==> src/rtl/ecg_acq_sequencer_if.sv <==
// Signal bundle between the acquisition sequencer and its surroundings
// (control, FIFO/ADC fetch paths, tagged sample stream, status).
interface ecg_acq_sequencer_if #(
    parameter int NCH        = 2,
    parameter int DATA_WIDTH = 16,
    parameter int CTR_WIDTH  = 32
);
    localparam int CH_W = (NCH > 1) ? $clog2(NCH) : 1;

    logic                      i_en;
    logic [NCH-1:0]            i_src_sel;
    logic                      i_new_record;
    logic                      i_clr_status;
    logic [NCH-1:0]            o_fifo_pop;
    logic [NCH*DATA_WIDTH-1:0] i_fifo_data;
    logic [NCH-1:0]            i_fifo_empty;
    logic [NCH-1:0]            i_fifo_rd_valid;
    logic                      o_adc_convst;
    logic [CH_W-1:0]           o_adc_ch;
    logic [DATA_WIDTH-1:0]     i_adc_data;
    logic                      i_adc_rd_valid;
    logic [DATA_WIDTH-1:0]     o_sample;
    logic [CH_W-1:0]           o_sample_ch;
    logic                      o_sample_valid;
    logic                      o_sample_stale;
    logic [CTR_WIDTH-1:0]      o_ctr;
    logic                      o_frame_done;
    logic                      o_overrun;
    logic                      o_adc_timeout;
    logic [2:0]                o_state;

    // Handshakes: every strobe (pop, convst, rd_valid, sample_valid) is a
    // single-cycle pulse with no backpressure; the receiver must take it in
    // the cycle it is high, and data fields are only meaningful in that cycle.
    modport master (
        input  i_en, i_src_sel, i_new_record, i_clr_status,
        input  i_fifo_data, i_fifo_empty, i_fifo_rd_valid,
        input  i_adc_data, i_adc_rd_valid,
        output o_fifo_pop, o_adc_convst, o_adc_ch,
        output o_sample, o_sample_ch, o_sample_valid, o_sample_stale,
        output o_ctr, o_frame_done, o_overrun, o_adc_timeout, o_state
    );

    modport slave (
        output i_en, i_src_sel, i_new_record, i_clr_status,
        output i_fifo_data, i_fifo_empty, i_fifo_rd_valid,
        output i_adc_data, i_adc_rd_valid,
        input  o_fifo_pop, o_adc_convst, o_adc_ch,
        input  o_sample, o_sample_ch, o_sample_valid, o_sample_stale,
        input  o_ctr, o_frame_done, o_overrun, o_adc_timeout, o_state
    );
endinterface

==> src/rtl/ecg_acq_sequencer.sv <==
// Multi-channel acquisition sequencer: internal rate tick, per-frame channel
// walk fetching from ADC or replay FIFO, tagged sample stream and sticky status.
module ecg_acq_sequencer #(
    parameter int NCH         = 2,
    parameter int DATA_WIDTH  = 16,
    parameter int CTR_WIDTH   = 32,
    parameter int TICK_DIV    = 277778,
    parameter int ADC_TIMEOUT = 1024
) (
    input logic i_clk,
    input logic i_rst,
    ecg_acq_sequencer_if.master bus
);
    localparam int CH_W   = (NCH > 1) ? $clog2(NCH) : 1;
    localparam int TICK_W = (TICK_DIV > 1) ? $clog2(TICK_DIV) : 1;
    localparam int TO_W   = $clog2(ADC_TIMEOUT + 1);
    localparam logic [CH_W-1:0]   CH_LAST   = CH_W'(NCH - 1);
    localparam logic [TICK_W-1:0] TICK_LAST = TICK_W'(TICK_DIV - 1);
    localparam logic [TO_W-1:0]   TO_LAST   = TO_W'(ADC_TIMEOUT - 1);

    typedef enum logic [2:0] {IDLE, CH_START, ADC_WAIT, FIFO_WAIT, EMIT} state_t;
    typedef enum logic [1:0] {K_ADC, K_FIFO, K_EMPTY} kind_t;

    state_t                  state;
    kind_t                   kind;
    logic [TICK_W-1:0]       tick_cnt;
    logic [TO_W-1:0]         to_cnt;
    logic [CH_W-1:0]         ch;
    logic [NCH-1:0]          src_q;
    logic [DATA_WIDTH-1:0]   held [NCH];

    logic [NCH-1:0]          pop_q;
    logic                    convst_q;
    logic [CH_W-1:0]         adc_ch_q;
    logic [DATA_WIDTH-1:0]   sample_q;
    logic [CH_W-1:0]         sample_ch_q;
    logic                    sample_valid_q;
    logic                    sample_stale_q;
    logic [CTR_WIDTH-1:0]    ctr_q;
    logic                    frame_done_q;
    logic                    overrun_q;
    logic                    adc_timeout_q;

    logic                    tick;
    logic                    ovr_tick;
    logic                    emit_last;
    logic                    go_start;
    logic [CH_W-1:0]         nxt_ch;
    logic                    nxt_src;
    logic                    nxt_empty;
    logic                    go_emit;
    logic                    emit_stale;
    logic                    adc_to_evt;
    logic [DATA_WIDTH-1:0]   emit_data;
    logic [CTR_WIDTH-1:0]    ctr_step;

    always_comb begin
        tick      = bus.i_en && (tick_cnt == TICK_LAST) && !bus.i_new_record;
        ovr_tick  = tick && (state != IDLE);
        emit_last = (state == EMIT) && (ch == CH_LAST);
        go_start  = ((state == IDLE) && tick) || ((state == EMIT) && !emit_last);
        // Channel about to enter CH_START; its source is decided one cycle
        // early so convst/pop can be registered strobes.
        nxt_ch    = (state == IDLE) ? '0 : ch + CH_W'(1);
        nxt_src   = (state == IDLE) ? bus.i_src_sel[0] : src_q[nxt_ch];
        nxt_empty = bus.i_fifo_empty[nxt_ch];
        ctr_step  = CTR_WIDTH'(emit_last) + CTR_WIDTH'(ovr_tick);

        go_emit    = 1'b0;
        emit_stale = 1'b0;
        adc_to_evt = 1'b0;
        emit_data  = bus.i_fifo_data[ch*DATA_WIDTH +: DATA_WIDTH];
        case (state)
            CH_START: if (kind == K_EMPTY) begin
                go_emit    = 1'b1;
                emit_stale = 1'b1;
            end
            ADC_WAIT: if (bus.i_adc_rd_valid) begin
                go_emit   = 1'b1;
                emit_data = bus.i_adc_data;
            end else if (to_cnt == TO_LAST) begin
                go_emit    = 1'b1;
                emit_stale = 1'b1;
                adc_to_evt = 1'b1;
            end
            FIFO_WAIT: go_emit = bus.i_fifo_rd_valid[ch];
            default: ;
        endcase
    end

    always_ff @(posedge i_clk) begin
        if (i_rst) begin
            state          <= IDLE;
            kind           <= K_ADC;
            tick_cnt       <= '0;
            to_cnt         <= '0;
            ch             <= '0;
            src_q          <= '0;
            for (int i = 0; i < NCH; i++) held[i] <= '0;
            pop_q          <= '0;
            convst_q       <= 1'b0;
            adc_ch_q       <= '0;
            sample_q       <= '0;
            sample_ch_q    <= '0;
            sample_valid_q <= 1'b0;
            sample_stale_q <= 1'b0;
            ctr_q          <= '0;
            frame_done_q   <= 1'b0;
            overrun_q      <= 1'b0;
            adc_timeout_q  <= 1'b0;
        end else begin
            pop_q          <= '0;
            convst_q       <= 1'b0;
            sample_valid_q <= 1'b0;
            frame_done_q   <= 1'b0;
            // Sticky flags: a set event in the same cycle beats the clear.
            overrun_q     <= ovr_tick || (overrun_q && !bus.i_clr_status);
            adc_timeout_q <= (adc_to_evt && !bus.i_new_record) ||
                             (adc_timeout_q && !bus.i_clr_status);

            if (bus.i_new_record) begin
                state    <= IDLE;
                tick_cnt <= '0;
                ctr_q    <= '0;
                for (int i = 0; i < NCH; i++) held[i] <= '0;
            end else begin
                if (!bus.i_en || tick_cnt == TICK_LAST) tick_cnt <= '0;
                else                                    tick_cnt <= tick_cnt + TICK_W'(1);
                // A dropped tick still advances the index to keep the time axis.
                ctr_q <= ctr_q + ctr_step;

                case (state)
                    IDLE: if (tick) begin
                        src_q <= bus.i_src_sel;
                        state <= CH_START;
                    end
                    CH_START: begin
                        case (kind)
                            K_ADC: begin
                                to_cnt <= TO_W'(1);
                                state  <= ADC_WAIT;
                            end
                            K_FIFO:  state <= FIFO_WAIT;
                            default: state <= EMIT;
                        endcase
                    end
                    ADC_WAIT: if (go_emit) state <= EMIT;
                              else         to_cnt <= to_cnt + TO_W'(1);
                    FIFO_WAIT: if (go_emit) state <= EMIT;
                    EMIT: state <= emit_last ? IDLE : CH_START;
                    default: state <= IDLE;
                endcase

                if (go_start) begin
                    ch <= nxt_ch;
                    if (!nxt_src) begin
                        convst_q <= 1'b1;
                        adc_ch_q <= nxt_ch;
                        kind     <= K_ADC;
                    end else if (!nxt_empty) begin
                        pop_q[nxt_ch] <= 1'b1;
                        kind          <= K_FIFO;
                    end else begin
                        kind <= K_EMPTY;
                    end
                end

                if (go_emit) begin
                    sample_valid_q <= 1'b1;
                    sample_ch_q    <= ch;
                    sample_stale_q <= emit_stale;
                    frame_done_q   <= (ch == CH_LAST);
                    sample_q       <= emit_stale ? held[ch] : emit_data;
                    if (!emit_stale) held[ch] <= emit_data;
                end
            end
        end
    end

    assign bus.o_fifo_pop     = pop_q;
    assign bus.o_adc_convst   = convst_q;
    assign bus.o_adc_ch       = adc_ch_q;
    assign bus.o_sample       = sample_q;
    assign bus.o_sample_ch    = sample_ch_q;
    assign bus.o_sample_valid = sample_valid_q;
    assign bus.o_sample_stale = sample_stale_q;
    assign bus.o_ctr          = ctr_q;
    assign bus.o_frame_done   = frame_done_q;
    assign bus.o_overrun      = overrun_q;
    assign bus.o_adc_timeout  = adc_timeout_q;
    assign bus.o_state        = state;
endmodule
==> src/flat_wrapper.sv <==
// flat-port wrapper written by rule: the top's interface ports become plain ports
module ecg_acq_sequencer_flat 
#(
    parameter int NCH         = 2,
    parameter int DATA_WIDTH  = 16,
    parameter int CTR_WIDTH   = 32,
    parameter int TICK_DIV    = 277778,
    parameter int ADC_TIMEOUT = 1024
)
  (i_clk, i_rst, bus_i_en, bus_i_src_sel, bus_i_new_record, bus_i_clr_status, bus_i_fifo_data, bus_i_fifo_empty, bus_i_fifo_rd_valid, bus_i_adc_data, bus_i_adc_rd_valid, bus_o_fifo_pop, bus_o_adc_convst, bus_o_adc_ch, bus_o_sample, bus_o_sample_ch, bus_o_sample_valid, bus_o_sample_stale, bus_o_ctr, bus_o_frame_done, bus_o_overrun, bus_o_adc_timeout, bus_o_state);
  ecg_acq_sequencer_if #(.NCH(NCH), .DATA_WIDTH(DATA_WIDTH), .CTR_WIDTH(CTR_WIDTH)) bus_i ();
  input logic i_clk;
  input logic i_rst;
  input wire logic [$bits(bus_i.i_en)-1:0] bus_i_en;
  input wire logic [$bits(bus_i.i_src_sel)-1:0] bus_i_src_sel;
  input wire logic [$bits(bus_i.i_new_record)-1:0] bus_i_new_record;
  input wire logic [$bits(bus_i.i_clr_status)-1:0] bus_i_clr_status;
  input wire logic [$bits(bus_i.i_fifo_data)-1:0] bus_i_fifo_data;
  input wire logic [$bits(bus_i.i_fifo_empty)-1:0] bus_i_fifo_empty;
  input wire logic [$bits(bus_i.i_fifo_rd_valid)-1:0] bus_i_fifo_rd_valid;
  input wire logic [$bits(bus_i.i_adc_data)-1:0] bus_i_adc_data;
  input wire logic [$bits(bus_i.i_adc_rd_valid)-1:0] bus_i_adc_rd_valid;
  output wire logic [$bits(bus_i.o_fifo_pop)-1:0] bus_o_fifo_pop;
  output wire logic [$bits(bus_i.o_adc_convst)-1:0] bus_o_adc_convst;
  output wire logic [$bits(bus_i.o_adc_ch)-1:0] bus_o_adc_ch;
  output wire logic [$bits(bus_i.o_sample)-1:0] bus_o_sample;
  output wire logic [$bits(bus_i.o_sample_ch)-1:0] bus_o_sample_ch;
  output wire logic [$bits(bus_i.o_sample_valid)-1:0] bus_o_sample_valid;
  output wire logic [$bits(bus_i.o_sample_stale)-1:0] bus_o_sample_stale;
  output wire logic [$bits(bus_i.o_ctr)-1:0] bus_o_ctr;
  output wire logic [$bits(bus_i.o_frame_done)-1:0] bus_o_frame_done;
  output wire logic [$bits(bus_i.o_overrun)-1:0] bus_o_overrun;
  output wire logic [$bits(bus_i.o_adc_timeout)-1:0] bus_o_adc_timeout;
  output wire logic [$bits(bus_i.o_state)-1:0] bus_o_state;
  assign bus_i.i_en = bus_i_en;
  assign bus_i.i_src_sel = bus_i_src_sel;
  assign bus_i.i_new_record = bus_i_new_record;
  assign bus_i.i_clr_status = bus_i_clr_status;
  assign bus_i.i_fifo_data = bus_i_fifo_data;
  assign bus_i.i_fifo_empty = bus_i_fifo_empty;
  assign bus_i.i_fifo_rd_valid = bus_i_fifo_rd_valid;
  assign bus_i.i_adc_data = bus_i_adc_data;
  assign bus_i.i_adc_rd_valid = bus_i_adc_rd_valid;
  assign bus_o_fifo_pop = bus_i.o_fifo_pop;
  assign bus_o_adc_convst = bus_i.o_adc_convst;
  assign bus_o_adc_ch = bus_i.o_adc_ch;
  assign bus_o_sample = bus_i.o_sample;
  assign bus_o_sample_ch = bus_i.o_sample_ch;
  assign bus_o_sample_valid = bus_i.o_sample_valid;
  assign bus_o_sample_stale = bus_i.o_sample_stale;
  assign bus_o_ctr = bus_i.o_ctr;
  assign bus_o_frame_done = bus_i.o_frame_done;
  assign bus_o_overrun = bus_i.o_overrun;
  assign bus_o_adc_timeout = bus_i.o_adc_timeout;
  assign bus_o_state = bus_i.o_state;
  ecg_acq_sequencer #(.NCH(NCH), .DATA_WIDTH(DATA_WIDTH), .CTR_WIDTH(CTR_WIDTH), .TICK_DIV(TICK_DIV), .ADC_TIMEOUT(ADC_TIMEOUT)) u_core (.i_clk(i_clk), .i_rst(i_rst), .bus(bus_i));
endmodule
==> config.mk <==
export PLATFORM = sky130hd
export DESIGN_NAME = ecg_acq_sequencer_flat
export DESIGN_NICKNAME = d
export VERILOG_FILES = /design/src/rtl/ecg_acq_sequencer_if.sv /design/src/rtl/ecg_acq_sequencer.sv /design/src/flat_wrapper.sv
export SDC_FILE = /design/constraint.sdc
export NUM_CORES = 1
export LEC_CHECK = 0
export BUFFER_PORTS_ARGS = -buffer_cell sky130_fd_sc_hd__buf_2
export CAP_MARGIN = 15
export CORE_ASPECT_RATIO = 1.4
export CORE_MARGIN = 3
export CORE_UTILIZATION = 35
export DETAILED_ROUTE_END_ITERATION = 8
export RECOVER_POWER = 50
export SETUP_SLACK_MARGIN = 0.2
export SYNTH_ARGS = -nofsm -noshare
export SYNTH_HDL_FRONTEND = slang
export SYNTH_SLANG_ARGS = --single-unit
==> constraint.sdc <==
create_clock -name i_clk -period 3.8 [get_ports i_clk]
set_input_delay 0.95 -clock i_clk [delete_from_list [all_inputs] [get_ports i_clk]]
set_output_delay 0.95 -clock i_clk [all_outputs]
set_load 0.1 [all_outputs]
After elaboration in Yosys (flattened, before gate mapping)
Memory sizes are Yosys's and may differ from the RTL's. A register that Yosys moved wholly into a read port is not among the register bits.
Index checks and enable logic that the tools add are counted.
- multiply operators: 0
- add/sub/neg operators: 5
- reductions and logical operators: 35
- magnitude comparators: 3
- div/mod/pow operators: 0
- shift-type cells: 1
- bitwise logic cells: 6
- equality and inequality tests: 12
- multiplexer cells: 46
- operator list (operator ; number):
    2-to-1 mux 16 bit ; 5
    adder 32 bit ; 1
    indexed part select 32 x 6 -> 16 bit ; 1
    2-to-1 mux 1 bit ; 29
    2-to-1 mux 11 bit ; 2
    one-hot mux 11 bit (2 select lines) ; 1
    adder 19 x 1 -> 19 bit (second input constant) ; 1
    == test 19 bit (second input constant) ; 1
    OR reduction 16 bit ; 1
    one-hot mux 3 bit (4 select lines) ; 1
    adder 11 x 1 -> 11 bit (second input constant) ; 1
    == test 11 x 10 -> 1 bit (second input constant) ; 1
    logical AND 1 bit ; 10
    OR reduction 3 bit ; 3
    == test 3 x 2 -> 1 bit (second input constant) ; 2
    2-to-1 mux 3 bit ; 2
    inequality test 2 x 1 -> 1 bit (second input constant) ; 3
    one-hot mux 3 bit (2 select lines) ; 1
    AND reduction 2 bit ; 3
    AND reduction 3 bit ; 2
    OR reduction 5 bit ; 1
    zero test 1 bit ; 4
    logical OR 1 bit ; 4
    < comparator 1 x 2 -> 1 bit (second input constant) ; 2
    20 further kinds ; 26
- bits of input ports: 60
- bits in read-only memories: 0
- memories kept: 1
- register bits after elaboration: 80
- logic and storage cells: 125
- output and inout bits: 61
- RAM bits: 32
- bits in latches: 0
- memory list (memory ; words ; width ; read ports ; clocked after Yosys merged registers in ; wr ports ; RTL line ; source):
    u_core.held ; 2 ; 16 ; 1 ; 1 ; 2 ; ecg_acq_sequencer.sv:30 ; logic [DATA_WIDTH-1:0] held [NCH];

Depth between registers and ports, before layout
- word-level depth: 11
- mapped depth: 15
- mapped depth without buffers: 15

Worst setup path after synthesis
No wires, ideal clock.
- kind: in2reg
- start point: input bus_i_new_record
- end point: register u_core.ctr_q[28] (netlist: u_core.bus.o_ctr[28])
- stages: 13
- buffers on the path: 1
- setup time: 0.067 ns
- required time: 3.733 ns
- data arrival time: 3.616 ns
- setup slack: 0.118 ns
- cell sequence: clkbuf_1 > inv_1 > and4_1 > and2_1 > ha_1 > ha_1 > inv_1 > fa_1 > nand2b_1 > nor4_2 > nand4_1 > xor2_1 > nor2_1
- longest elaborated chain between the ends: 5
- elaborated cells between the ends (all ways): 6
- those cells by class: 2 x add/sub; 4 x reduce/logical
- ends and longest elaborated chain (element ; RTL line ; source):
    start: declaration ; flat_wrapper.sv:16 ; input wire logic [$bits(bus_i.i_new_record)-1:0] bus_i_new_record;
    zero test 1 bit ; ecg_acq_sequencer.sv:58 ; tick = bus.i_en && (tick_cnt == TICK_LAST) && !bus.i_new_record;
    logical AND 1 bit ; ecg_acq_sequencer.sv:58 ;
    logical AND 1 bit ; ecg_acq_sequencer.sv:59 ; ovr_tick = tick && (state != IDLE);
    adder 1 x 1 -> 2 bit ; ecg_acq_sequencer.sv:67 ; ctr_step = CTR_WIDTH'(emit_last) + CTR_WIDTH'(ovr_tick);
    adder 32 bit ; ecg_acq_sequencer.sv:130 ; ctr_q <= ctr_q + ctr_step;
    end signal: assignment ; ecg_acq_sequencer.sv:130 ;
    end: declaration ; ecg_acq_sequencer.sv:39 ; logic [CTR_WIDTH-1:0] ctr_q;
Parallel ways exist; a longest one is shown, timed or not.
A chain may end at the register's enable or synchronous reset.

==> impl_metrics.tcl <==
set metrics [dict create \
    report.final.slew_viol_count 34 \
    p_leak_nw 2.78 \
    netlist_instances 703 \
    grt_overflow_total 0 \
    std_cell_rows 58 \
    diodes 0 \
    synth_compound_area_frac 0.106 \
    cts_root_buffer "clkbuf_16" \
    power_density_nw_per_um2 405 \
    grt_pass1_wl_um 27200 \
    period_minus_slack_ps 3480 \
    grt_use_met3 0.0323 \
    synth_cell_types 56 \
    layout-drive-gt1-share 0.167 \
    grt-busiest-layer "met2" \
    initial_core_util 0.358 \
    path_cells "clkbuf_1 -> inv_1 -> nand2_1 -> clkbuf_2 -> clkbuf_1 -> o311a_1 -> nor4_2" \
    cts_tree "done" \
    synth_top_family_by_area "simple AND/OR/NAND/NOR gates" \
    post_synth_instance_area_um2 6440 \
    pwr-share-seq 0.449 \
    drt-total-wl_um 16800 \
    ir_worst_vdd_mv 0.288 \
    hpwl_um 11600 \
    drt_first_pass_iters 7 \
    track_usage 0.168 \
    grt_pass1_vias 5381 \
    synthDominantCellAreaShare 0.298 \
    ys_ff_latch 128 \
    num_io_pins 121 \
    core_um2 18000 \
    synth_flop_cell "dfxtp_1" \
    cp-start-kind "primary input" \
    port_buffers 120 \
    dpl_cell_area_um2 7290 \
    crit_path_end_kind "register" \
    clock_skew_ps 10.3 \
    gp_congestion 0.808 \
    r2r_setup_slack_ps 380 \
    intPower_mw 2.45 \
    ctsHoldBuffers 0 \
    timing.fmax_ghz 0.288 \
    nNetsFinal 885 \
    vias 5468 \
    clock-sinks 128 \
    synth_edf_count 32 \
    first_iter_violations 356 \
    cpPeakStageDelay_ps 1210 \
    yosysWarnings 0 \
    status "finished, violations left" \
    cts_max_level 4 \
    hold_end "u_core.bus.o_sample[15]" \
    ant_nets 0 \
    critPathTopFamily "buffers and inverters" \
    cts_resized 0 \
    remaining_drc_errors 0 \
    final_area_um2 7770 \
    synthMuxAreaShare 0.0589 \
    min_from "u_core.bus.o_sample[15]" \
    avgSynthCellArea_um2 9.16 \
    path_clk_slew_ps 60 \
    synth_fa_ha_area_frac 0.0148 \
    crit_required_ps 4090 \
    clock_power_share 0.512 \
    worst_pin_slew_ps 1600 \
    switchingPower_mw 0.692 \
    swShare 0.220 \
    cp_common_cell "clkbuf_1" \
    grt_max_degree 42 \
    cap_violations 1 \
    post-route-period-util 0.915 \
    power_frac_comb 0.039 \
    reg2reg_to "u_core.bus.o_ctr[20]" \
    rr_worst_depth 15 \
    ys_async_sr_fraction 0 \
    min-delay-path-class "reg2reg" \
    crit_fanout 33 \
    rsz0062_at_grt "no" \
    ys_seq_area_frac 0.448 \
    yosysTopAreaCell "dfxtp_1" \
    cts_inserted_buffers 17 \
    path_class "in2reg" \
    vias_per_cell 5.11 \
    failed_checks "capacitance limit, slew limit" \
    setup_viol 0 \
    hold_viol 0 \
    synthXorXnorAreaFrac 0.0694 \
    whs_path_depth 2 \
    area_delta_synth_final_pct 20.6 \
    worstPathArrival_ps 3770 \
    critPathBufInv 4 \
    grt_use_met2 0.318 \
    rr_startpoint "u_core.tick_cnt[0]" \
    post_cts_buffers 0 \
    slew_headroom -0.0650 \
    synthTopCellsByArea "dfxtp_1 30%, edfxtp_1 15%, nor2_1 9.3%" \
    clock_path_buffers 2 \
    die_y_um 166 \
    finalSetupTns_ps 0 \
    clock_insertion_delay_worst_skew_ps 420 \
    die_w_um 121 \
    met1_usage 0.187 \
    die_area_um2 20100 \
    antenna_found_initial 0 \
    synth-simple-area-share 0.266 \
    crit_slowest_cell "clkbuf_1" \
    wire_per_inst_um 15.7 \
    synth_nets 770 \
]
[logic make-up (layout without fill, tap and decap cells)]
group / Yosys count / in the layout
xor gates and xnor gates: 51 / 51
muxes: 36 / 36
buffers and inverters: 54 / 182
DFF: 128 / 128
AOI/OAI and AO/OA: 100 / 100
and+or+nand+nor: 327 / 327
adders and majority gates: 7 / 7
[registers in the layout, indices dropped and copies added (netlist names)]
name,cells
u_core.bus.o_overrun,1
u_core.bus.o_frame_done,1
u_core.bus.o_adc_timeout,1
u_core.bus.o_sample_valid,1
u_core.ch,1
u_core.bus.o_sample,16
u_core.bus.o_ctr,32
u_core.bus.o_adc_ch,1
u_core.bus.o_sample_stale,1
u_core.kind,2
u_core.bus.o_adc_convst,1
u_core.src_q,2
u_core.bus.o_state,3
u_core.bus.o_sample_ch,1
u_core.held,32
u_core.bus.o_fifo_pop,2
u_core.tick_cnt,19
u_core.to_cnt,11
[layer usage]
metal | wire length, um | vias to the layer above
met4 | 201 | 0
met3 | 741 | 16
met2 | 9180 | 115
met5 | 0 | -
li1 | - | 2743
met1 | 6690 | 2594
[metrics by stage]
step / cells / worst slack [ps] / total power, mW / hold slack [ps] / utilization
floorplan: 703 / 243 / 1.50 / 452 / -
global placement: 1038 / 227 / 1.57 / 469 / 0.405
detailed placement: 1038 / 191 / 1.57 / 471 / 0.405
CTS: 1070 / 328 / 3.18 / 481 / 0.438
global route: 1071 / 113 / 3.25 / 511 / 0.432
finish: 1071 / 323 / 3.14 / 485 / 0.432
[cells in the final DEF, fill, tap and decap left out, drive strengths merged, types with 3 or more instances in the layout]
| master | n |
|---|---|
| edfxtp | 32 |
| xnor2 | 21 |
| nand4 | 21 |
| a21oi | 31 |
| nor3b | 3 |
| o311a | 15 |
| inv | 13 |
| mux2 | 15 |
| buf | 69 |
| a211oi | 4 |
| clkinv | 8 |
| dfxtp | 96 |
| xor2 | 30 |
| nor2 | 159 |
| and4 | 7 |
| and3 | 9 |
| a21o | 15 |
| nor4 | 25 |
| clkbuf | 90 |
| nor3 | 11 |
| a31oi | 16 |
| nor2b | 3 |
| and2 | 9 |
| nand2b | 5 |
| o21ai | 10 |
| or3 | 6 |
| nand2 | 30 |
| ha | 6 |
| nand3 | 25 |
| nor4b | 5 |
| mux2i | 21 |
[worst reg2reg max path, cell delays in order (launching register included)]
cell and delay [ps]:
dfxtp_1 410, ha_1 170, nor4b_1 230, and3_1 230, and4_1 270, and2_0 200
ha_1 150, ha_1 150, inv_1 50, fa_1 390, nand2b_1 230, nor4_4 260
buf_4 200, nand4_1 110, xor2_1 150, nor2_1 50
[cells in the mapped netlist (4+ instances only)]
library cell,n
nor2_1,159
dfxtp_1,96
edfxtp_1,32
a21oi_1,31
nand2_1,30
xor2_1,30
nand3_1,25
clkbuf_1,23
mux2i_1,21
nand4_1,21
xnor2_1,21
a31oi_1,16
a21o_1,15
mux2_2,15
nor4_2,15
o311a_1,15
inv_1,12
nor3_1,10
and2_1,9
and3_1,9
buf_2,9
nor4_1,9
o21ai_0,9
and4_1,7
buf_1,6
ha_1,6
or3_1,6
nand2b_1,5
a211oi_1,4
nor4b_1,4
[worst max-delay path by stage]
stage               slack, ps  cells past startpoint          startpoint                     end
floorplan                 240                     13    bus_i_new_record    u_core.bus.o_ctr[28]
global placement          230                     13    bus_i_new_record    u_core.bus.o_ctr[26]
detailed placement        190                     13    bus_i_new_record    u_core.bus.o_ctr[26]
CTS                       330                     14  u_core.tick_cnt[0]    u_core.bus.o_ctr[26]
global route              110                     15  u_core.tick_cnt[0]    u_core.bus.o_ctr[26]
finish                    320                      7               i_rst  u_core.bus.o_sample[5]
[area by class of cell]
cell class / count / area, um2
clock inverter: 11 / 103
fill: 1831 / 10200
inverter: 12 / 45.0
timing repair buffer: 138 / 632
multi-input combinational: 521 / 3310
clock buffer: 21 / 493
sequential: 128 / 2880
tap: 240 / 300
[power groups by stage]
stage / Combinational [mW] / Sequential, mW / Clock, mW
6_report: 0.122 / 1.41 / 1.61
5_1_grt: 0.134 / 1.41 / 1.70
4_1_cts: 0.126 / 1.41 / 1.65
3_5_place_dp: 0.125 / 1.44 / 0
3_3_place_gp: 0.125 / 1.44 / 0
2_1_floorplan: 0.0630 / 1.44 / 0
No activity file was read; power rests on OpenSTA's default activity.
